==> config.mk <==
export PLATFORM = sky130hd
export DESIGN_NAME = decode_pipe
export DESIGN_NICKNAME = d
export VERILOG_FILES = /design/src/rtl/decode_pipe.sv
export SDC_FILE = /design/constraint.sdc
export NUM_CORES = 1
export LEC_CHECK = 0
export ABC_AREA = 0
export BUFFER_PORTS_ARGS = -buffer_cell sky130_fd_sc_hd__buf_2
export CAP_MARGIN = 25
export CELL_PAD_IN_SITES_DETAIL_PLACEMENT = 1
export CELL_PAD_IN_SITES_GLOBAL_PLACEMENT = 1
export CORE_UTILIZATION = 37
export CTS_CLUSTER_SIZE = 14
export DETAILED_ROUTE_END_ITERATION = 12
export GPL_ROUTABILITY_DRIVEN = 0
export PLACE_DENSITY = 0.72
export SKIP_CTS_REPAIR_TIMING = 1
export SLEW_MARGIN = 20
export SYNTH_ARGS = -nofsm -noshare
export SYNTH_HDL_FRONTEND = slang
export SYNTH_SLANG_ARGS = --single-unit
==> constraint.sdc <==
create_clock -name clk -period 2.1 [get_ports clk]
set_input_delay 0.63 -clock clk [delete_from_list [all_inputs] [get_ports clk]]
set_output_delay 0.63 -clock clk [all_outputs]
set_load 0.01 [all_outputs]
==> src/rtl/decode_pipe.sv <==
// decode_pipe: registered RV32I decode stage with valid/ready handshake.
// Decode is computed from the incoming instruction, then captured either in
// the output register or, under back-pressure, in a one-entry skid buffer so
// that the upstream ready can be a registered signal without losing data.
module decode_pipe #(
    parameter int AWIDTH      = 32,
    parameter int DWIDTH      = 32,
    parameter int ZERO_UNUSED = 1
) (
    input  logic              clk,
    input  logic              rst,
    input  logic              valid_i,
    output logic              ready_o,
    input  logic [DWIDTH-1:0] insn_i,
    input  logic [AWIDTH-1:0] pc_i,
    input  logic              flush_i,
    output logic              valid_o,
    input  logic              ready_i,
    output logic [AWIDTH-1:0] pc_o,
    output logic [DWIDTH-1:0] insn_o,
    output logic [6:0]        opcode_o,
    output logic [4:0]        rd_o,
    output logic [4:0]        rs1_o,
    output logic [4:0]        rs2_o,
    output logic [2:0]        funct3_o,
    output logic [6:0]        funct7_o,
    output logic [4:0]        shamt_o,
    output logic [DWIDTH-1:0] imm_o,
    output logic              illegal_o
);

    // The immediate formats below are hard-wired to 32-bit instructions.
    if (DWIDTH != 32) begin : g_bad_dwidth
        $error("decode_pipe: DWIDTH must be 32");
    end

    localparam logic [6:0] OP_R      = 7'b0110011;
    localparam logic [6:0] OP_IMM    = 7'b0010011;
    localparam logic [6:0] OP_LOAD   = 7'b0000011;
    localparam logic [6:0] OP_JALR   = 7'b1100111;
    localparam logic [6:0] OP_STORE  = 7'b0100011;
    localparam logic [6:0] OP_BRANCH = 7'b1100011;
    localparam logic [6:0] OP_LUI    = 7'b0110111;
    localparam logic [6:0] OP_AUIPC  = 7'b0010111;
    localparam logic [6:0] OP_JAL    = 7'b1101111;
    localparam logic [6:0] OP_FENCE  = 7'b0001111;
    localparam logic [6:0] OP_SYSTEM = 7'b1110011;

    // When set, every field is the raw bit-slice regardless of format.
    localparam bit KEEP_RAW = (ZERO_UNUSED == 0);

    typedef struct packed {
        logic [AWIDTH-1:0] pc;
        logic [DWIDTH-1:0] insn;
        logic [6:0]        opcode;
        logic [4:0]        rd;
        logic [4:0]        rs1;
        logic [4:0]        rs2;
        logic [2:0]        funct3;
        logic [6:0]        funct7;
        logic [4:0]        shamt;
        logic [DWIDTH-1:0] imm;
        logic              illegal;
    } bundle_t;

    bundle_t w_dec;
    logic    w_use_rd;
    logic    w_use_rs1;
    logic    w_use_rs2;
    logic    w_use_f3;
    logic    w_use_f7;
    logic    w_use_shamt;

    // Input-side decode: field usage per format and the sign-extended immediate.
    always_comb begin
        w_dec         = '0;
        w_use_rd      = 1'b0;
        w_use_rs1     = 1'b0;
        w_use_rs2     = 1'b0;
        w_use_f3      = 1'b0;
        w_use_f7      = 1'b0;
        w_use_shamt   = 1'b0;
        w_dec.pc      = pc_i;
        w_dec.insn    = insn_i;
        w_dec.opcode  = insn_i[6:0];
        case (insn_i[6:0])
            OP_R: begin
                w_use_rd  = 1'b1;
                w_use_rs1 = 1'b1;
                w_use_rs2 = 1'b1;
                w_use_f3  = 1'b1;
                w_use_f7  = 1'b1;
            end
            OP_IMM: begin
                w_use_rd  = 1'b1;
                w_use_rs1 = 1'b1;
                w_use_f3  = 1'b1;
                w_dec.imm = {{20{insn_i[31]}}, insn_i[31:20]};
                // Shifts carry shamt and the arithmetic/logical funct7 bit.
                if (insn_i[14:12] == 3'b001 || insn_i[14:12] == 3'b101) begin
                    w_use_shamt = 1'b1;
                    w_use_f7    = 1'b1;
                end
            end
            OP_LOAD, OP_JALR: begin
                w_use_rd  = 1'b1;
                w_use_rs1 = 1'b1;
                w_use_f3  = 1'b1;
                w_dec.imm = {{20{insn_i[31]}}, insn_i[31:20]};
            end
            OP_STORE: begin
                w_use_rs1 = 1'b1;
                w_use_rs2 = 1'b1;
                w_use_f3  = 1'b1;
                w_dec.imm = {{20{insn_i[31]}}, insn_i[31:25], insn_i[11:7]};
            end
            OP_BRANCH: begin
                w_use_rs1 = 1'b1;
                w_use_rs2 = 1'b1;
                w_use_f3  = 1'b1;
                w_dec.imm = {{19{insn_i[31]}}, insn_i[31], insn_i[7],
                             insn_i[30:25], insn_i[11:8], 1'b0};
            end
            OP_LUI, OP_AUIPC: begin
                w_use_rd  = 1'b1;
                w_dec.imm = {insn_i[31:12], 12'b0};
            end
            OP_JAL: begin
                w_use_rd  = 1'b1;
                w_dec.imm = {{11{insn_i[31]}}, insn_i[31], insn_i[19:12],
                             insn_i[20], insn_i[30:21], 1'b0};
            end
            OP_FENCE, OP_SYSTEM: begin
                // Legal, but nothing is decoded for these.
            end
            default: begin
                w_dec.illegal = 1'b1;
            end
        endcase
        w_dec.rd     = (w_use_rd    || KEEP_RAW) ? insn_i[11:7]  : 5'd0;
        w_dec.rs1    = (w_use_rs1   || KEEP_RAW) ? insn_i[19:15] : 5'd0;
        w_dec.rs2    = (w_use_rs2   || KEEP_RAW) ? insn_i[24:20] : 5'd0;
        w_dec.funct3 = (w_use_f3    || KEEP_RAW) ? insn_i[14:12] : 3'd0;
        w_dec.funct7 = (w_use_f7    || KEEP_RAW) ? insn_i[31:25] : 7'd0;
        w_dec.shamt  = (w_use_shamt || KEEP_RAW) ? insn_i[24:20] : 5'd0;
    end

    bundle_t r_out;
    bundle_t r_skid;
    logic    r_out_valid;
    logic    r_skid_valid;
    logic    w_accept;
    logic    w_load_out;

    // Ready depends only on skid state, so it carries no path from ready_i.
    assign ready_o    = ~r_skid_valid & ~rst;
    assign w_accept   = valid_i & ready_o;
    assign w_load_out = ~r_out_valid | ready_i;

    // Output register plus skid: skid drains first, new data parks in the
    // skid only when the output is stalled.
    always_ff @(posedge clk) begin
        if (rst) begin
            r_out        <= '0;
            r_skid       <= '0;
            r_out_valid  <= 1'b0;
            r_skid_valid <= 1'b0;
        end else if (flush_i) begin
            r_out_valid  <= 1'b0;
            r_skid_valid <= 1'b0;
        end else if (w_load_out) begin
            if (r_skid_valid) begin
                r_out        <= r_skid;
                r_out_valid  <= 1'b1;
                r_skid_valid <= 1'b0;
            end else begin
                r_out_valid <= w_accept;
                if (w_accept) begin
                    r_out <= w_dec;
                end
            end
        end else if (w_accept) begin
            r_skid       <= w_dec;
            r_skid_valid <= 1'b1;
        end
    end

    assign valid_o   = r_out_valid;
    assign pc_o      = r_out.pc;
    assign insn_o    = r_out.insn;
    assign opcode_o  = r_out.opcode;
    assign rd_o      = r_out.rd;
    assign rs1_o     = r_out.rs1;
    assign rs2_o     = r_out.rs2;
    assign funct3_o  = r_out.funct3;
    assign funct7_o  = r_out.funct7;
    assign shamt_o   = r_out.shamt;
    assign imm_o     = r_out.imm;
    assign illegal_o = r_out.illegal;

endmodule

# Word-level counts from Yosys, hierarchy flattened
# Cells that the tools add are included.
dict set report op_classes {
  add_sub_neg 0
  n_mul 0
  div 0
  order_cmp 0
  n_eq_ne 13
  n_shift 0
  n_mux 17
  bitwise 8
  n_reduce_logical 12
}
# operator n
set ops {}
lappend ops {{134-bit two-way mux} 2}
lappend ops {{32-bit one-hot mux with 5 select lines} 1}
lappend ops {{7-bit == test (second input constant)} 4}
lappend ops {{7-bit by 6-bit == test with 1-bit output (second input constant)} 3}
lappend ops {{5-bit two-way mux} 4}
lappend ops {{7-bit by 5-bit == test with 1-bit output (second input constant)} 2}
lappend ops {{11-bit OR reduction} 1}
lappend ops {{3-bit OR reduction} 3}
lappend ops {{7-bit by 2-bit == test with 1-bit output (second input constant)} 1}
lappend ops {{7-bit by 4-bit == test with 1-bit output (second input constant)} 1}
lappend ops {{1-bit two-way mux} 7}
lappend ops {{7-bit two-way mux} 1}
lappend ops {{7-bit OR reduction} 1}
lappend ops {{3-bit AND reduction} 2}
lappend ops {{6-bit OR reduction} 1}
lappend ops {{1-bit inverter} 5}
lappend ops {{2-bit OR reduction} 2}
lappend ops {{3-bit by 1-bit == test with 1-bit output (second input constant)} 1}
lappend ops {{3-bit == test (second input constant)} 1}
lappend ops {{3-bit two-way mux} 1}
lappend ops {{1-bit AND} 2}
lappend ops {{1-bit one-hot mux with 2 select lines} 1}
lappend ops {{2-bit nonzero test} 1}
lappend ops {{1-bit logical OR} 1}
lappend ops {{1-bit bitwise OR} 1}
dict set report totals {
  ff_bits 270
  latchBits 0
  ramBits 0
  mem_bits_ro 0
  wordCells 74
  memories 0
}

# Depth between registers and ports, before layout
dict set report depth {
  word_depth 7
  depth_mapped 8
  mapped_depth_nobuf 4
}

# Worst setup path after synthesis
# No wires, ideal clock.
dict set report synth_path {
  kind {input to register}
  startpoint {input rst}
  endpoint {register r_skid[17] (netlist bit)}
  arrival_time_ns 2.020
  t_required_ns 1.978
  path_slack_ns -0.041
  cell_stages 6
  cell_sequence {buf_6 -> or4b_4 -> nor2_8 -> nor2_2 -> buf_2 -> a221o_1}
}
dict set report synth_via {
  elab_chain_cells 4
}
# item line_no
set synth_lines {}
lappend synth_lines {{start: declaration} 11} ;# input logic rst,
lappend synth_lines {{1-bit inverter} 156} ;# assign ready_o = ~r_skid_valid & ~rst;
lappend synth_lines {{1-bit AND} 156}
lappend synth_lines {{1-bit AND} 157} ;# assign w_accept = valid_i & ready_o;
lappend synth_lines {{3-bit AND reduction (no source line)} -}
lappend synth_lines {{end signal: assignment} 183} ;# r_skid <= w_dec;
lappend synth_lines {{end: declaration} 149} ;# bundle_t r_skid;
# Several ways; a longest one is shown, not always the timed one.
# A chain may end at the register's enable or synchronous reset.

# Worst setup path in the final report
dict set report layout_path {
  startpoint {register r_skid_valid}
  endpoint {output ready_o}
}
dict set report layout_via {
  elab_chain_cells 2
}
# item line_no
set layout_lines {}
lappend layout_lines {{start: declaration} 151} ;# logic r_skid_valid;
lappend layout_lines {{start signal: assignment} 167} ;# r_skid_valid <= 1'b0;
lappend layout_lines {{start signal: assignment} 170} ;# r_skid_valid <= 1'b0;
lappend layout_lines {{start signal: assignment} 175} ;# r_skid_valid <= 1'b0;
lappend layout_lines {{1-bit inverter} 156}
lappend layout_lines {{1-bit AND} 156}
lappend layout_lines {{end: declaration} 13} ;# output logic ready_o,
# Every way passes these cells.

==> results.toml <==
[floorplanning]
pin_count = 205
fp.dieArea_sq_um = 28800
die_h_um = 170
die_w_um = 170
placementRows = 61
initial_core_util_pct = 37.6
core_area_sq_um = 27700

[sta]
fmax_mhz = 487
slew_viol_final = 0
setup-tns-final_ns = 0
slew_headroom_pct = 48.8
min_period_ns = 2.05
setup_viol = 0
min_period_over_period_pct = 97.8
tightest_slew_ns = 0.768
finClkSkew_ns = 0.0149
rsz0062_at_grt = "false"
hold_viol_final = 0

[routing]
ant_nets = 0
wirelength_um = 32700
routed_via_density = 5.44
drt-pass1-iter-count = 5
num_vias = 9533
drcViolationCount = 0
drtIter0Drc = 528
post_drt_wl_per_cell_um = 18.7

[global_route]
busiest_layer = "met2"
grt_use_met2_pct = 36.6
grtUsageTotal_pct = 22.2
grt_max_degree = 108
grt_pass1_wl_um = 51400
use_met1_pct = 30.0
grt_use_met3_pct = 3.87
grt_pass1_vias = 9422
antenna_found_initial = 0
grt_overflow_total = 0

[cts]
cts-root-buf = "clkbuf_16"
cts.sinks = 256
cts.clk_slew.worst_paths_ns = 0.06
cts_tree = "built"
cts-buffers-inserted = 29
clkLatencyLatePin_ns = 0.54
cts_buffer_depth = 3
htree_levels = 1

[power]
power_frac_clock_pct = 47.0
swShare_pct = 23.8
cellLeakagePower_nw = 5.10
p_int_mw = 8.61
power_frac_seq_pct = 44.7
power_mw = 11.3
ir_worst_vdd_mv = 0.511
p_comb_share_pct = 8.4
p_switching_mw = 2.68
powerDensity_nw_per_um2 = 853

[worst_hold_path]
min-delay-path-class = "input pin to flop"

[cells_and_area]
layout-drive-gt1-share_pct = 25.5
diodes = 0
final_net_count = 1423
syn2layout_area_growth_pct = 27.2
instances_no_fill = 1753

[place]
dp.cells = 1700
hpwl_um = 21600
io_buffers = 204

[synth]
syn_inst = 1163
synth_warnings = 0
synth-seq-cells = 256
yosysMostFrequentCell = "dfxtp_1"
seq_area_frac_synth_pct = 49.2
synthTopCellsByCount = "dfxtp_1, nand2_1, nor2_1"
synth_area_sq_um = 10400
synth.distinct_cells = 58
synth_top_area_share_pct = 49.2
synth_area_leaders = "dfxtp_1, a211oi_1, nand2_1, nor2_1, mux2i_1"
synth_nets = 1232
yosys.area.top_type = "dfxtp_1"
synth_async_sr_flop_share_pct = 0
synth_edf_count = 0
synthFlopType = "dfxtp_1"
postSynthAreaPerCell_sq_um = 8.95

[job]
max_cap_viol_count = 0

[setup_path]
end_kind = "primary output"
crit_path_start_kind = "flop"
worstPathArrival_ns = 1.42
crit_type = "flop to primary output"
crit_required_ns = 1.47
crit_path_max_fanout = 27

[status]
run_status = "finished, final reports clean"
[critical path: stages (launching register included)]
cell     delay (ns)
dfxtp_4        0.44
buf_16         0.22
nor2_1         0.07
buf_2          0.14
[kinds of logic (layout without fill, tap and decap cells)]
| kind of cell | after synthesis | after routing | share of synthesized area, % |
|---|---|---|---|
| compound gates | 312 | 312 | 22.2 |
| buf+inv | 136 | 348 | 5.85 |
| mux | 53 | 53 | 5.11 |
| simple gates | 406 | 406 | 17.6 |
| flops | 256 | 256 | 49.2 |
[power by group through the flow]
stage	sequential [mW]	combinational, mW	clock (mW)
6_report	5.05	0.944	5.31
5_1_grt	5.06	1.04	5.61
4_1_cts	5.05	0.948	5.41
3_5_place_dp	5.15	0.942	0
3_3_place_gp	5.15	0.928	0
2_1_floorplan	5.20	0.453	0
[cells in the final DEF, fill, tap and decap left out, types with 4 or more instances in the layout]
cell / instances
clkbuf_16: 31
clkinv_2: 8
nand4b_1: 6
nand2_1: 152
nor3_1: 42
a21boi_0: 10
nand3b_1: 8
nor2_1: 145
nand2b_1: 4
o211ai_1: 6
a21oi_1: 68
a22oi_1: 12
bufinv_16: 4
a22o_1: 16
a32oi_1: 20
buf_2: 203
nand4_1: 10
mux2i_1: 52
o221ai_1: 8
dfxtp_1: 255
a221o_1: 8
inv_1: 13
buf_4: 59
buf_12: 18
clkbuf_8: 6
nor2b_1: 14
o21ai_0: 15
a221oi_1: 40
a211oi_1: 90
[state kept, by name (all words and copies together) (netlist names)]
| name | flops |
|---|---|
| funct3_o | 3 |
| funct7_o | 7 |
| illegal_o | 1 |
| imm_o | 32 |
| insn_o | 32 |
| pc_o | 32 |
| r_skid | 127 |
| r_skid_valid | 1 |
| rd_o | 5 |
| rs1_o | 5 |
| rs2_o | 5 |
| shamt_o | 5 |
| valid_o | 1 |
[layout make-up]
type                       instances  area [sq um]
clock buffer                      38           831
sequential                       256          5130
tap                              378           473
inverter                          13          48.8
multi-input combinational        771          4700
clock inverter                    14           176
timing repair buffer             283          1890
fill                            3241         14500
[worst paths after layout]
path / depth (start not counted) / slack, ns / from / to
worst max-delay path: 3 / 0.05 / r_skid_valid$_SDFFE_PP0P_ / ready_o
worst min-delay path: 3 / 0.34 / pc_i[28] / r_skid[130]$_SDFFE_PP0P_
worst max register to register: 4 / 0.14 / r_skid_valid$_SDFFE_PP0P_ / r_skid[13]$_SDFFE_PP0P_
worst min register to register: 2 / 0.45 / r_skid[105]$_SDFFE_PP0P_ / r_skid[105]$_SDFFE_PP0P_
[per-layer routing]
layer	routed length, um	part of all wire [%]
met5	0	0
met4	613	1.9
met3	1700	5.2
met2	15500	47
met1	15000	46
[metrics by stage]
stage	cell area (sq um)	worst slack [ns]	hold slack, ns	util (%)
after floorplan	10400	0.00337	0.436	-
after global placement	12200	-0.164	0.441	44.0
after detailed placement	12200	-0.176	0.449	44.0
after CTS	13200	-0.00568	0.324	47.7
after global routing	13200	0.00347	0.340	47.8
final	13200	0.0470	0.341	47.8
(Power assumes the default switching activity.)
